[src/rtl/pwm_capture.sv]
// PWM input capture: measures period (rise-to-rise) and high time (rise-to-fall) of i_pwm_in
// in prescaled clock ticks. Wishbone-mapped control/status, publishes high time on o_DC.
//
// state | meaning
// IDLE  | disabled, ctrl[0]=0
// ARM   | enabled, waiting for the first rising edge
// HIGH  | counting high phase, waiting for falling edge
// LOW   | counting low phase, waiting for the closing rising edge
module pwm_capture (
    input  logic        i_wb_clk,
    input  logic        i_wb_rst,
    input  logic        i_wb_cyc,
    input  logic        i_wb_stb,
    input  logic        i_wb_we,
    input  logic [15:0] i_wb_adr,
    input  logic [15:0] i_wb_data,
    output logic [15:0] o_wb_data,
    output logic        o_wb_ack,
    input  logic        i_pwm_in,
    output logic [15:0] o_DC,
    output logic        o_valid_DC,
    output logic        o_irq
);

    localparam logic [15:0] ADR_CTRL    = 16'd0;
    localparam logic [15:0] ADR_DIVISOR = 16'd2;
    localparam logic [15:0] ADR_PERIOD  = 16'd4;
    localparam logic [15:0] ADR_HIGH    = 16'd6;
    localparam logic [15:0] ADR_STATUS  = 16'd8;
    localparam logic [15:0] CT_MAX      = 16'hFFFF;

    typedef enum logic [1:0] {
        S_IDLE,
        S_ARM,
        S_HIGH,
        S_LOW
    } state_t;

    state_t      state_q;
    logic [3:0]  ctrl_q,  ctrl_d;
    logic [15:0] div_q,   div_d;
    logic        done_q,  done_d;
    logic        ovf_q,   ovf_d;
    logic [15:0] period_q;
    logic [15:0] high_q;
    logic [15:0] high_tmp_q;
    logic [15:0] ct_q;
    logic [15:0] presc_q;
    logic [1:0]  sync_q;
    logic        prev_q;
    logic        valid_q;

    logic        wr;
    logic        ctrl_wr;
    logic        div_wr;
    logic        stat_wr;
    logic        soft_rst;
    logic        disable_wr;
    logic        sample;
    logic        rise;
    logic        fall;
    logic        tick;
    logic [15:0] ct_inc;
    logic        busy;

    assign wr         = i_wb_cyc & i_wb_stb & i_wb_we;
    assign ctrl_wr    = wr & (i_wb_adr == ADR_CTRL);
    assign div_wr     = wr & (i_wb_adr == ADR_DIVISOR);
    assign stat_wr    = wr & (i_wb_adr == ADR_STATUS);
    assign soft_rst   = ctrl_wr & i_wb_data[7];
    assign disable_wr = ctrl_wr & ~i_wb_data[0];

    assign sample = sync_q[1] ^ ctrl_q[3];
    assign rise   = sample & ~prev_q;
    assign fall   = ~sample & prev_q;

    // Compare with >= so a divisor lowered mid-count still yields a tick promptly.
    assign tick   = (div_q <= 16'd1) | (presc_q >= (div_q - 16'd1));
    assign ct_inc = (ct_q == CT_MAX) ? ct_q : ct_q + {15'd0, tick};
    assign busy   = (state_q != S_IDLE);

    always_comb begin
        ctrl_d = ctrl_q;
        div_d  = div_q;
        done_d = done_q;
        ovf_d  = ovf_q;
        if (ctrl_wr) ctrl_d = i_wb_data[3:0];
        if (div_wr)  div_d  = i_wb_data;
        if (stat_wr) begin
            done_d = done_q & ~i_wb_data[0];
            ovf_d  = ovf_q  & ~i_wb_data[1];
        end
    end

    // Hardware events are assigned after the bus defaults so they win over W1C.
    always_ff @(posedge i_wb_clk or posedge i_wb_rst) begin
        if (i_wb_rst) begin
            state_q    <= S_IDLE;
            ctrl_q     <= 4'd0;
            div_q      <= 16'd0;
            done_q     <= 1'b0;
            ovf_q      <= 1'b0;
            period_q   <= 16'd0;
            high_q     <= 16'd0;
            high_tmp_q <= 16'd0;
            ct_q       <= 16'd0;
            presc_q    <= 16'd0;
            sync_q     <= 2'd0;
            prev_q     <= 1'b0;
            valid_q    <= 1'b0;
        end else begin
            sync_q  <= {sync_q[0], i_pwm_in};
            prev_q  <= sample;
            ctrl_q  <= ctrl_d;
            div_q   <= div_d;
            done_q  <= done_d;
            ovf_q   <= ovf_d;
            valid_q <= 1'b0;
            presc_q <= tick ? 16'd0 : presc_q + 16'd1;

            if (soft_rst) begin
                state_q    <= S_IDLE;
                sync_q     <= 2'd0;
                prev_q     <= 1'b0;
                presc_q    <= 16'd0;
                ct_q       <= 16'd0;
                high_tmp_q <= 16'd0;
                done_q     <= 1'b0;
                ovf_q      <= 1'b0;
            end else if (disable_wr) begin
                state_q <= S_IDLE;
                ct_q    <= 16'd0;
            end else begin
                case (state_q)
                    S_IDLE: begin
                        ct_q <= 16'd0;
                        if (ctrl_q[0]) state_q <= S_ARM;
                    end
                    S_ARM: begin
                        if (rise) begin
                            ct_q    <= 16'd0;
                            presc_q <= 16'd0;
                            state_q <= S_HIGH;
                        end
                    end
                    S_HIGH: begin
                        if (fall) begin
                            high_tmp_q <= ct_inc;
                            ct_q       <= ct_inc;
                            presc_q    <= 16'd0;
                            state_q    <= S_LOW;
                        end else if (ct_inc == CT_MAX) begin
                            ovf_q <= 1'b1;
                            ct_q  <= 16'd0;
                            if (ctrl_q[1]) begin
                                state_q <= S_ARM;
                            end else begin
                                state_q   <= S_IDLE;
                                ctrl_q[0] <= 1'b0;
                            end
                        end else begin
                            ct_q <= ct_inc;
                        end
                    end
                    S_LOW: begin
                        if (rise) begin
                            period_q <= ct_inc;
                            high_q   <= high_tmp_q;
                            valid_q  <= 1'b1;
                            done_q   <= 1'b1;
                            ct_q     <= 16'd0;
                            presc_q  <= 16'd0;
                            if (ctrl_q[1]) begin
                                state_q <= S_HIGH;
                            end else begin
                                state_q   <= S_IDLE;
                                ctrl_q[0] <= 1'b0;
                            end
                        end else if (ct_inc == CT_MAX) begin
                            ovf_q <= 1'b1;
                            ct_q  <= 16'd0;
                            if (ctrl_q[1]) begin
                                state_q <= S_ARM;
                            end else begin
                                state_q   <= S_IDLE;
                                ctrl_q[0] <= 1'b0;
                            end
                        end else begin
                            ct_q <= ct_inc;
                        end
                    end
                    default: state_q <= S_IDLE;
                endcase
            end
        end
    end

    always_comb begin
        o_wb_data = 16'd0;
        case (i_wb_adr)
            ADR_CTRL:    o_wb_data = {12'd0, ctrl_q};
            ADR_DIVISOR: o_wb_data = div_q;
            ADR_PERIOD:  o_wb_data = period_q;
            ADR_HIGH:    o_wb_data = high_q;
            ADR_STATUS:  o_wb_data = {13'd0, busy, ovf_q, done_q};
            default:     o_wb_data = 16'd0;
        endcase
    end

    assign o_wb_ack   = i_wb_stb;
    assign o_DC       = high_q;
    assign o_valid_DC = valid_q;
    assign o_irq      = ctrl_q[2] & (done_q | ovf_q);

endmodule

[config.mk]
export PLATFORM = sky130hd
export DESIGN_NAME = pwm_capture
export DESIGN_NICKNAME = d
export VERILOG_FILES = /design/src/rtl/pwm_capture.sv
export SDC_FILE = /design/constraint.sdc
export NUM_CORES = 1
export LEC_CHECK = 0
export ABC_AREA = 1
export CORE_ASPECT_RATIO = 0.8
export CORE_MARGIN = 4
export CORE_UTILIZATION = 60
export DETAILED_ROUTE_END_ITERATION = 10
export MAX_ROUTING_LAYER = met4
export PLACE_DENSITY_LB_ADDON = 0.2
export SYNTH_ARGS = -nofsm -noshare
export SYNTH_HDL_FRONTEND = slang
export SYNTH_SLANG_ARGS = --single-unit
[constraint.sdc]
create_clock -name i_wb_clk -period 11 [get_ports i_wb_clk]
set_input_delay 1.65 -clock i_wb_clk [delete_from_list [all_inputs] [get_ports i_wb_clk]]
set_output_delay 1.65 -clock i_wb_clk [all_outputs]
set_load 0.05 [all_outputs]
==> flow_summary.ini, run 1 <==
[run]
maxCapViolCount = 0

[worst_setup_path]
cp-start-kind = primary input
reg2reg_depth = 31
critPathKind = primary input to output port
crit_fanout = 17
cp-endpoint = o_wb_data[1]
r2r_end = ct_q[10]$_DFFE_PP0P_
critical_path_arrival_ns = 5.04
worstSetupEndpointType = output port
rr_startpoint = div_q[2]$_DFFE_PP0P_
startpoint = i_wb_adr[9]
reg2reg_slack_ns = 5.22
crit_required_ns = 9.35

[placement]
dpl_cell_area_um2 = 7118
place_congestion = 0.9364
dp_hpwl_um = 12600
io_buffers = 72

[routing]
routedWlPerCell_um = 16.33
first_pass_iters = 7
drc_errors = 0
post_drt_via_cell_ratio = 5.680
totalWireLength_um = 16960
ant_nets = 0
vias = 5902
drtIter0Drc = 560

[cells_and_area]
areaGrowthSynthToFinish_pct = 17.84
num-fill-cells = 755
fin_area_um2 = 7462
layout-drive-gt1-share_pct = 5.673
layout.nets = 953
antenna_cells = 0

[synthesis]
yosys-top-cells-area = dfrtp_1 (43%), nand2_1 (11%), inv_1 (7.2%)
synthFlopType = dfrtp_1
synth-seq-cells = 108
synth-edff-count = 0
avgSynthCellArea_um2 = 7.620
syn-cell-area_um2 = 6332
async_flop_share_pct = 100.0
synth-seq-area-share_pct = 42.68
syn_nets = 890
ys_warn_count = 0
yosys.area.top_type = dfrtp_1
syn_inst = 831
synth.top_cell.area_share_pct = 42.68
synth_cell_type_count = 44

[floorplan]
fp.dieW_um = 122.9
core_um2 = 10280
start_util_pct = 61.59
io_pins = 73
chipHeight_um = 99.89
rows = 33
dieArea_um2 = 12270

[timing]
fin_tns_setup_ns = 0
max_freq_mhz = 149.4
hold_viol = 0
final.hold.worst_slack_ns = 0.4880
finClkSkew_ns = 0.007600
fin_crit_ns = 6.694
relSlewSlack_pct = 15.48
slew_violations = 0
fin_crit_sh_pct = 60.85
worst_slew_pin_slew_ns = 1.263
rsz0062_at_grt = no
setup_viol = 0

[power_and_ir_drop]
leakagePower_nw = 3.504
peakVddDrop_v = 0.0001349
p_per_area_nw_per_um2 = 166.8

[clock_tree]
root_buffer = clkbuf_16
htreeDepth = 3
path_clk_slew_ns = 0.07
cts_buffers = 9
worstSkewPairLatency_ns = 0.35
cts_setup_buffers = 0
cts_max_path_buffers = 2
ctsHoldBuffers = 0
cts_resized = 0
cts_tree = done
cts.sinks = 108

[global_route]
grt_first_pass_wirelength_um = 27940
antenna_found_initial = 0
grt_max_degree = 78
grt_pass1_vias = 5720
grt_usage_pct = 29.83
grt_overflow = 0

[status]
outcome = complete, no violations

[min_path]
holdCritPathClass = flop to flop
-- cell usage in the layout, fill, tap and decap left out, types with 3 or more instances in the layout --
cell type / n
nor2_2: 6
ha_1: 21
nand2_1: 192
nor4_1: 5
dfrtp_1: 108
clkdlybuf4s50_1: 72
xor2_1: 22
o21ai_0: 60
nand3_1: 39
o22ai_1: 16
nor2_1: 89
o211ai_1: 9
xnor2_1: 6
o21ai_1: 13
nor3_1: 23
a21oi_1: 19
nand2_2: 8
clkbuf_16: 9
nand4_1: 8
nor2_4: 4
a22oi_1: 11
nand3_2: 3
inv_1: 121
mux2_2: 4
-- logic make-up after synthesis --
family                     after synthesis  synth area share, %
AOI/OAI and AO/OA                      138                12.67
xor gates and xnor gates                28                3.873
adders and majority gates               21                4.149
buffers and inverters                  147                9.405
DFF                                    108                42.68
muxes                                    4               0.7113
and+or+nand+nor                        385                26.52
-- sequential cells by signal (all words and copies together) (netlist names) --
signal	flops
o_valid_DC	1
done_q	1
ctrl_q	4
high_tmp_q	16
div_q	16
presc_q	16
o_DC	16
sync_q	2
ct_q	16
state_q	2
prev_q	1
ovf_q	1
period_q	16
-- worst min path at each step --
stage | start | cells after the start | endpoint
floorplan | sync_q[0]$_DFF_PP0_ | 2 | sync_q[1]$_DFF_PP0_
global placement | sync_q[0]$_DFF_PP0_ | 2 | sync_q[1]$_DFF_PP0_
detailed placement | period_q[12]$_DFFE_PP0P_ | 2 | period_q[12]$_DFFE_PP0P_
CTS | sync_q[0]$_DFF_PP0_ | 2 | sync_q[1]$_DFF_PP0_
global route | sync_q[0]$_DFF_PP0_ | 2 | sync_q[1]$_DFF_PP0_
finish | sync_q[0]$_DFF_PP0_ | 2 | sync_q[1]$_DFF_PP0_
-- final cells by class --
class | count | area [um2] | area share [%]
flip-flops and latches | 108 | 2703 | 36.22
inverters | 126 | 475.5 | 6.372
multi-input cells | 576 | 3037 | 40.69
repair buffers | 73 | 728.2 | 9.759
well taps | 140 | 175.2 | 2.347
clock inverters | 6 | 105.1 | 1.408
clock buffers | 10 | 239.0 | 3.203
-- metal layers --
metal | GRT usage, % | part of all wire, % | up-vias
met5 | - | 0 | -
met4 | 7.143 | 1.7 | 0
met3 | 5.690 | 8.2 | 24
met2 | 45.53 | 46 | 270
met1 | 41.62 | 45 | 2801
li1 | - | - | 2807
-- report_power, final --
group,switching [mW],total (mW),internal [mW]
Clock,0.155,0.366,0.211
Sequential,0.0609,0.530,0.469
Combinational,0.230,0.349,0.119
-- through the flow --
stage          worst slack (ns)  total power [mW]  utilization, %  instances
4_1_cts                   4.429             1.244           72.58       1039
3_5_place_dp              4.429            0.8797           69.23       1023
3_3_place_gp              4.571            0.8658           69.23       1023
5_1_grt                   4.080             1.307           72.58       1039
6_report                  4.306             1.244           72.58       1039
2_1_floorplan             5.777            0.7635               -        831
-- critical path: stages --
cell and delay, ns:
clkdlybuf4s50_1 0.39, or2_1 0.22, nor3_1 0.14, nand3_1 0.13
nor2_1 0.14, nand2_1 0.09, nor2_1 0.95, a22oi_1 0.20
o211ai_1 0.24, clkdlybuf4s50_1 0.88
-- synth_stat cells (13+ instances only) --
library cell  instances
xor2_1               22
o21ai_1              13
dfrtp_1             108
a21oi_1              19
nor2_1               89
o22ai_1              16
nand2_1             193
o21ai_0              60
inv_1               122
nor3_1               23
ha_1                 21
nand3_1              39
(Power assumes the default switching activity.)
==> inputs of run 2 (changes only) <==
CORE_UTILIZATION = 51   (was 60)
clock period = 6 ns   (was 11 ns; I/O delays follow)
==> run 2 against run 1 <==
Net effect:
- clock power increased by 70%
- critical endpoint is now ct_q[14]$_DFFE_PP0P_
- critical path type is now flop to flop
- setup slack got worse by 3.5 ns
- via count decreased by 2.4%
==> flow_summary.ini, run 2 (synthesis gave the netlist of run 1 again) <==
[power_and_ir_drop]
peakVddDrop_v = 0.0002660
swShare_pct = 38.01
leakagePower_nw = 3.508
combPwrFrac_pct = 28.8
p_sw_uw = 847.1
internal-power_mw = 1.381
clockPowerShare_pct = 27.9
p_per_area_nw_per_um2 = 298.0
p_seq_share_pct = 43.3

[timing]
fin_crit_ns = 5.195
hold_viol = 0
setup_viol = 0
rsz0062_at_grt = no
relSlewSlack_pct = 30.49
max_freq_mhz = 192.5
finClkSkew_ns = 0.01258
slew_violations = 0
fin_crit_sh_pct = 86.58
fin_tns_setup_ns = 0
worst_slew_pin_slew_ns = 1.039

[worst_setup_path]
crit_fanout = 19
crit_required_ns = 6.21
crit_slowest_cell = dfrtp_1
worstSetupEndpointType = flop
reg2reg_depth = 32
critical_path_arrival_ns = 5.40
r2r_end = ct_q[14]$_DFFE_PP0P_
critPathKind = flop to flop
cp_top_family = simple AND/OR/NAND/NOR gates
crit_buf_inv = 5
cpMostUsedCell = nand2_1
critPathMaxStageDelay_ns = 0.47
rr_startpoint = div_q[0]$_DFFE_PP0P_
reg2reg_slack_ns = 0.81
cp-start-kind = flop

[routing]
first_pass_iters = 5
ant_nets = 0
post_drt_via_cell_ratio = 5.467
routedWlPerCell_um = 16.45
vias = 5762
totalWireLength_um = 17340
drc_errors = 0
drtIter0Drc = 526

[floorplan]
fp.dieW_um = 132.6
chipHeight_um = 107.7
io_pins = 73
core_um2 = 12160
rows = 36
start_util_pct = 52.07
dieArea_um2 = 14270

[min_path]
min_delay_worst_endpoint = sync_q[1]$_DFF_PP0_
hold_depth = 2
hold_path.startpoint = sync_q[0]$_DFF_PP0_
holdCritPathClass = flop to flop

[clock_tree]
ctsHoldBuffers = 0
cts_buffers = 9
htreeDepth = 3
cts_setup_buffers = 0
root_buffer = clkbuf_16
path_clk_slew_ns = 0.08
cts_tree = done
cts_max_path_buffers = 2
cts_resized = 0
worstSkewPairLatency_ns = 0.36
cts.sinks = 108

[cells_and_area]
antenna_cells = 0
areaGrowthSynthToFinish_pct = 18.08
final_cell_mix = nand2_1 (192), inv_1 (121), dfrtp_1 (108)
fin_area_um2 = 7477
layout.nets = 956
layout-drive-gt1-share_pct = 5.987
final_common_cell = nand2_1

[global_route]
grt_first_pass_wirelength_um = 28390
grt_usage_pct = 25.72
grt_overflow = 0
grt_pass1_vias = 5502
antenna_found_initial = 0
grt_max_degree = 67

[placement]
dp_hpwl_um = 13050
io_buffers = 72
dpl_cell_area_um2 = 7156
place_congestion = 0.9229

[status]
outcome = complete, no violations

[run]
maxCapViolCount = 0
==> run 2: cell types whose count changed in the layout (fill, tap and decap cells not counted), sizes merged <==
cell / previous run / this run
inv: 126 / 127
clkinv: 4 / 6
bufinv: 2 / 0
buf: 1 / 4
clkbuf: 10 / 9
==> run 2: per-stage QoR <==
step / cells / utilization (%) / power, mW / hold WS (ns) / worst slack (ns)
final: 1054 / 61.48 / 2.228 / 0.4746 / 0.8054
after global routing: 1054 / 61.48 / 2.352 / 0.5052 / 0.2700
after CTS: 1054 / 61.48 / 2.245 / 0.4797 / 0.8370
after detailed placement: 1038 / 58.84 / 1.614 / 0.4669 / 0.8595
after global placement: 1038 / 58.84 / 1.595 / 0.4577 / 0.9627
after floorplan: 831 / - / 1.400 / 0.4480 / 1.351
==> run 2: area by class of cell <==
| type | instances | area [um2] |
|---|---|---|
| fillers | 1108 | 4684 |
| clock buffers | 9 | 225.2 |
| repair buffers | 76 | 750.7 |
| well taps | 152 | 190.2 |
| multi-input cells | 576 | 3037 |
| clock inverters | 7 | 96.34 |
| inverters | 126 | 475.5 |
| flip-flops and latches | 108 | 2703 |
==> run 2: layer usage <==
metal / part of all wire (%) / global-route usage, % / up-vias / wire (um)
met5: 0 / - / - / 0
met4: 1.1 / 4.896 / 0 / 193
met3: 5.5 / 3.785 / 17 / 954
met2: 48 / 41.48 / 190 / 8283
met1: 46 / 35.32 / 2744 / 7907
li1: - / - / 2811 / -
==> run 2: worst max path at each step <==
stage / startpoint / endpoint / cells after the start
floorplan: div_q[2]$_DFFE_PP0P_ / ctrl_q[0]$_DFF_PP0_ / 32
global placement: div_q[2]$_DFFE_PP0P_ / ct_q[6]$_DFFE_PP0P_ / 31
detailed placement: div_q[2]$_DFFE_PP0P_ / ct_q[14]$_DFFE_PP0P_ / 31
CTS: div_q[2]$_DFFE_PP0P_ / ct_q[0]$_DFFE_PP0P_ / 31
global route: div_q[2]$_DFFE_PP0P_ / ct_q[14]$_DFFE_PP0P_ / 31
finish: div_q[0]$_DFFE_PP0P_ / ct_q[14]$_DFFE_PP0P_ / 32
==> run 2: power groups by stage <==
stage	registers [mW]	logic (mW)	clock network [mW]
after floorplan	1.08	0.320	0
after CTS	0.964	0.644	0.637
after global routing	0.982	0.708	0.662
after detailed placement	0.977	0.637	0
final	0.966	0.641	0.621
after global placement	0.972	0.623	0
==> run 2: tightest hold or removal path, stage by stage (launching register included) <==
cell	delay, ns
dfrtp_1	0.36
inv_1	0.05
nor2_1	0.03
==> inputs of run 3 (changes only) <==
GPL_ROUTABILITY_DRIVEN = 0   (was unset)
==> run 3 against run 2 <==
Net effect:
- clock power is 3.4% lower
- sequential power about the same
- count of clock-buffer cells in the layout is the same
- via count is 0.80% higher
- hold slack better by 0.0047 ns
- routed wire length is 0.48% higher
- design area fell by 0.18%
- total power down 0.82%
- non-clock buffer count is 1 higher
==> flow_summary.ini, run 3 (synthesis gave the netlist of run 1 again) <==
[routing]
routedWlPerCell_um = 16.51
first_pass_iters = 6
totalWireLength_um = 17420
drc_errors = 0
ant_nets = 0
drtIter0Drc = 441
vias = 5808
post_drt_via_cell_ratio = 5.505

[timing]
slew_violations = 0
finClkSkew_ns = 0.01118
relSlewSlack_pct = 30.46
setup_viol = 0
hold_viol = 0
max_freq_mhz = 197.2
final.hold.worst_slack_ns = 0.4793
fin_crit_ns = 5.070
fin_tns_setup_ns = 0
rsz0062_at_grt = no
worst_slew_pin_slew_ns = 1.039
fin_crit_sh_pct = 84.50

[clock_tree]
cts_max_path_buffers = 2
root_buffer = clkbuf_16
cts_buffers = 9
cts_tree = done
cts_setup_buffers = 0
ctsHoldBuffers = 0
cts.sinks = 108
htreeDepth = 3
path_clk_slew_ns = 0.08
cts_resized = 0
worstSkewPairLatency_ns = 0.36

[global_route]
grt_first_pass_wirelength_um = 28300
antenna_found_initial = 0
grt_pass1_vias = 5607
grt_max_degree = 67
grt_overflow = 0
grt_usage_pct = 25.70

[floorplan]
dieArea_um2 = 14270
fp.dieW_um = 132.6
start_util_pct = 52.07
core_um2 = 12160
io_pins = 73
rows = 36
chipHeight_um = 107.7

[power_and_ir_drop]
totalPowerFinal_mw = 2.210
p_per_area_nw_per_um2 = 296.1
peakVddDrop_v = 0.0002494
leakagePower_nw = 3.503

[worst_setup_path]
crit_required_ns = 6.21
crit_slowest_cell = dfrtp_1
critPathKind = flop to flop
critical_path_arrival_ns = 5.28
crit_fanout = 19
worstSetupEndpointType = flop
reg2reg_slack_ns = 0.93
cp-start-kind = flop
cpMostUsedCell = nand2_1
critPathMaxStageDelay_ns = 0.44

[cells_and_area]
antenna_cells = 0
final_common_cell = nand2_1
fin_area_um2 = 7463
layout.nets = 957
areaGrowthSynthToFinish_pct = 17.86
layout-drive-gt1-share_pct = 6.091
final_cell_mix = nand2_1 (192), inv_1 (121), dfrtp_1 (108)
finish.utilization_pct = 61.37
num-fill-cells = 1076

[placement]
dpl_cell_area_um2 = 7163
io_buffers = 72
dp_hpwl_um = 13000

[run]
maxCapViolCount = 0

[status]
outcome = complete, no violations

[min_path]
holdCritPathClass = flop to flop
==> run 3: cell type report <==
type	instances	area [um2]	area share, %
Multi-Input combinational cell	576	3037	40.69
Sequential cell	108	2703	36.21
Timing Repair Buffer	77	758.2	10.16
Inverter	126	475.5	6.370
Clock buffer	9	225.2	3.018
Tap cell	152	190.2	2.548
Clock inverter	7	75.07	1.006
==> run 3: critical path, delay by kind of cell (launching register included) <==
| family | cells | cell delay [ns] |
|---|---|---|
| AO/OA/AOI/OAI | 2 | 0.28 |
| buffers and inverters | 3 | 0.40 |
| AND/OR/NAND/NOR | 22 | 2.82 |
| flip-flops | 1 | 0.44 |
| adder cells (fa/ha/maj) | 3 | 0.90 |
| XOR/XNOR | 1 | 0.10 |
==> run 3: layer usage <==
layer	track usage (%)	routed length, um	vias to the layer above
li1	-	-	2807
met1	34.84	7722	2740
met2	39.88	8139	230
met3	4.486	1178	31
met4	8.012	382	0
met5	-	0	-
==> run 3: metrics by stage <==
stage | setup WS, ns | instances
after CTS | 0.9723 | 1055
final | 0.9300 | 1055
after global routing | 0.1193 | 1055
after global placement | 1.238 | 1039
after detailed placement | 0.9792 | 1039
after floorplan | 1.351 | 831
==> run 3: final timing paths <==
kind                                      start                         end  cells past startpoint
min in group asynchronous              i_wb_rst        ct_q[12]$_DFFE_PP0P_                      2
min                         sync_q[0]$_DFF_PP0_         sync_q[1]$_DFF_PP0_                      2
max reg2reg                div_q[2]$_DFFE_PP0P_        ct_q[14]$_DFFE_PP0P_                     31
min reg2reg                 sync_q[0]$_DFF_PP0_         sync_q[1]$_DFF_PP0_                      2
max in group asynchronous              i_wb_rst  high_tmp_q[10]$_DFFE_PP0P_                      3
max                        div_q[2]$_DFFE_PP0P_        ct_q[14]$_DFFE_PP0P_                     31
==> run 3: where the power goes <==
group | internal [mW] | switching, mW
clock | 0.297 | 0.303
combinational | 0.218 | 0.427
sequential | 0.859 | 0.106
total | 1.37 | 0.836
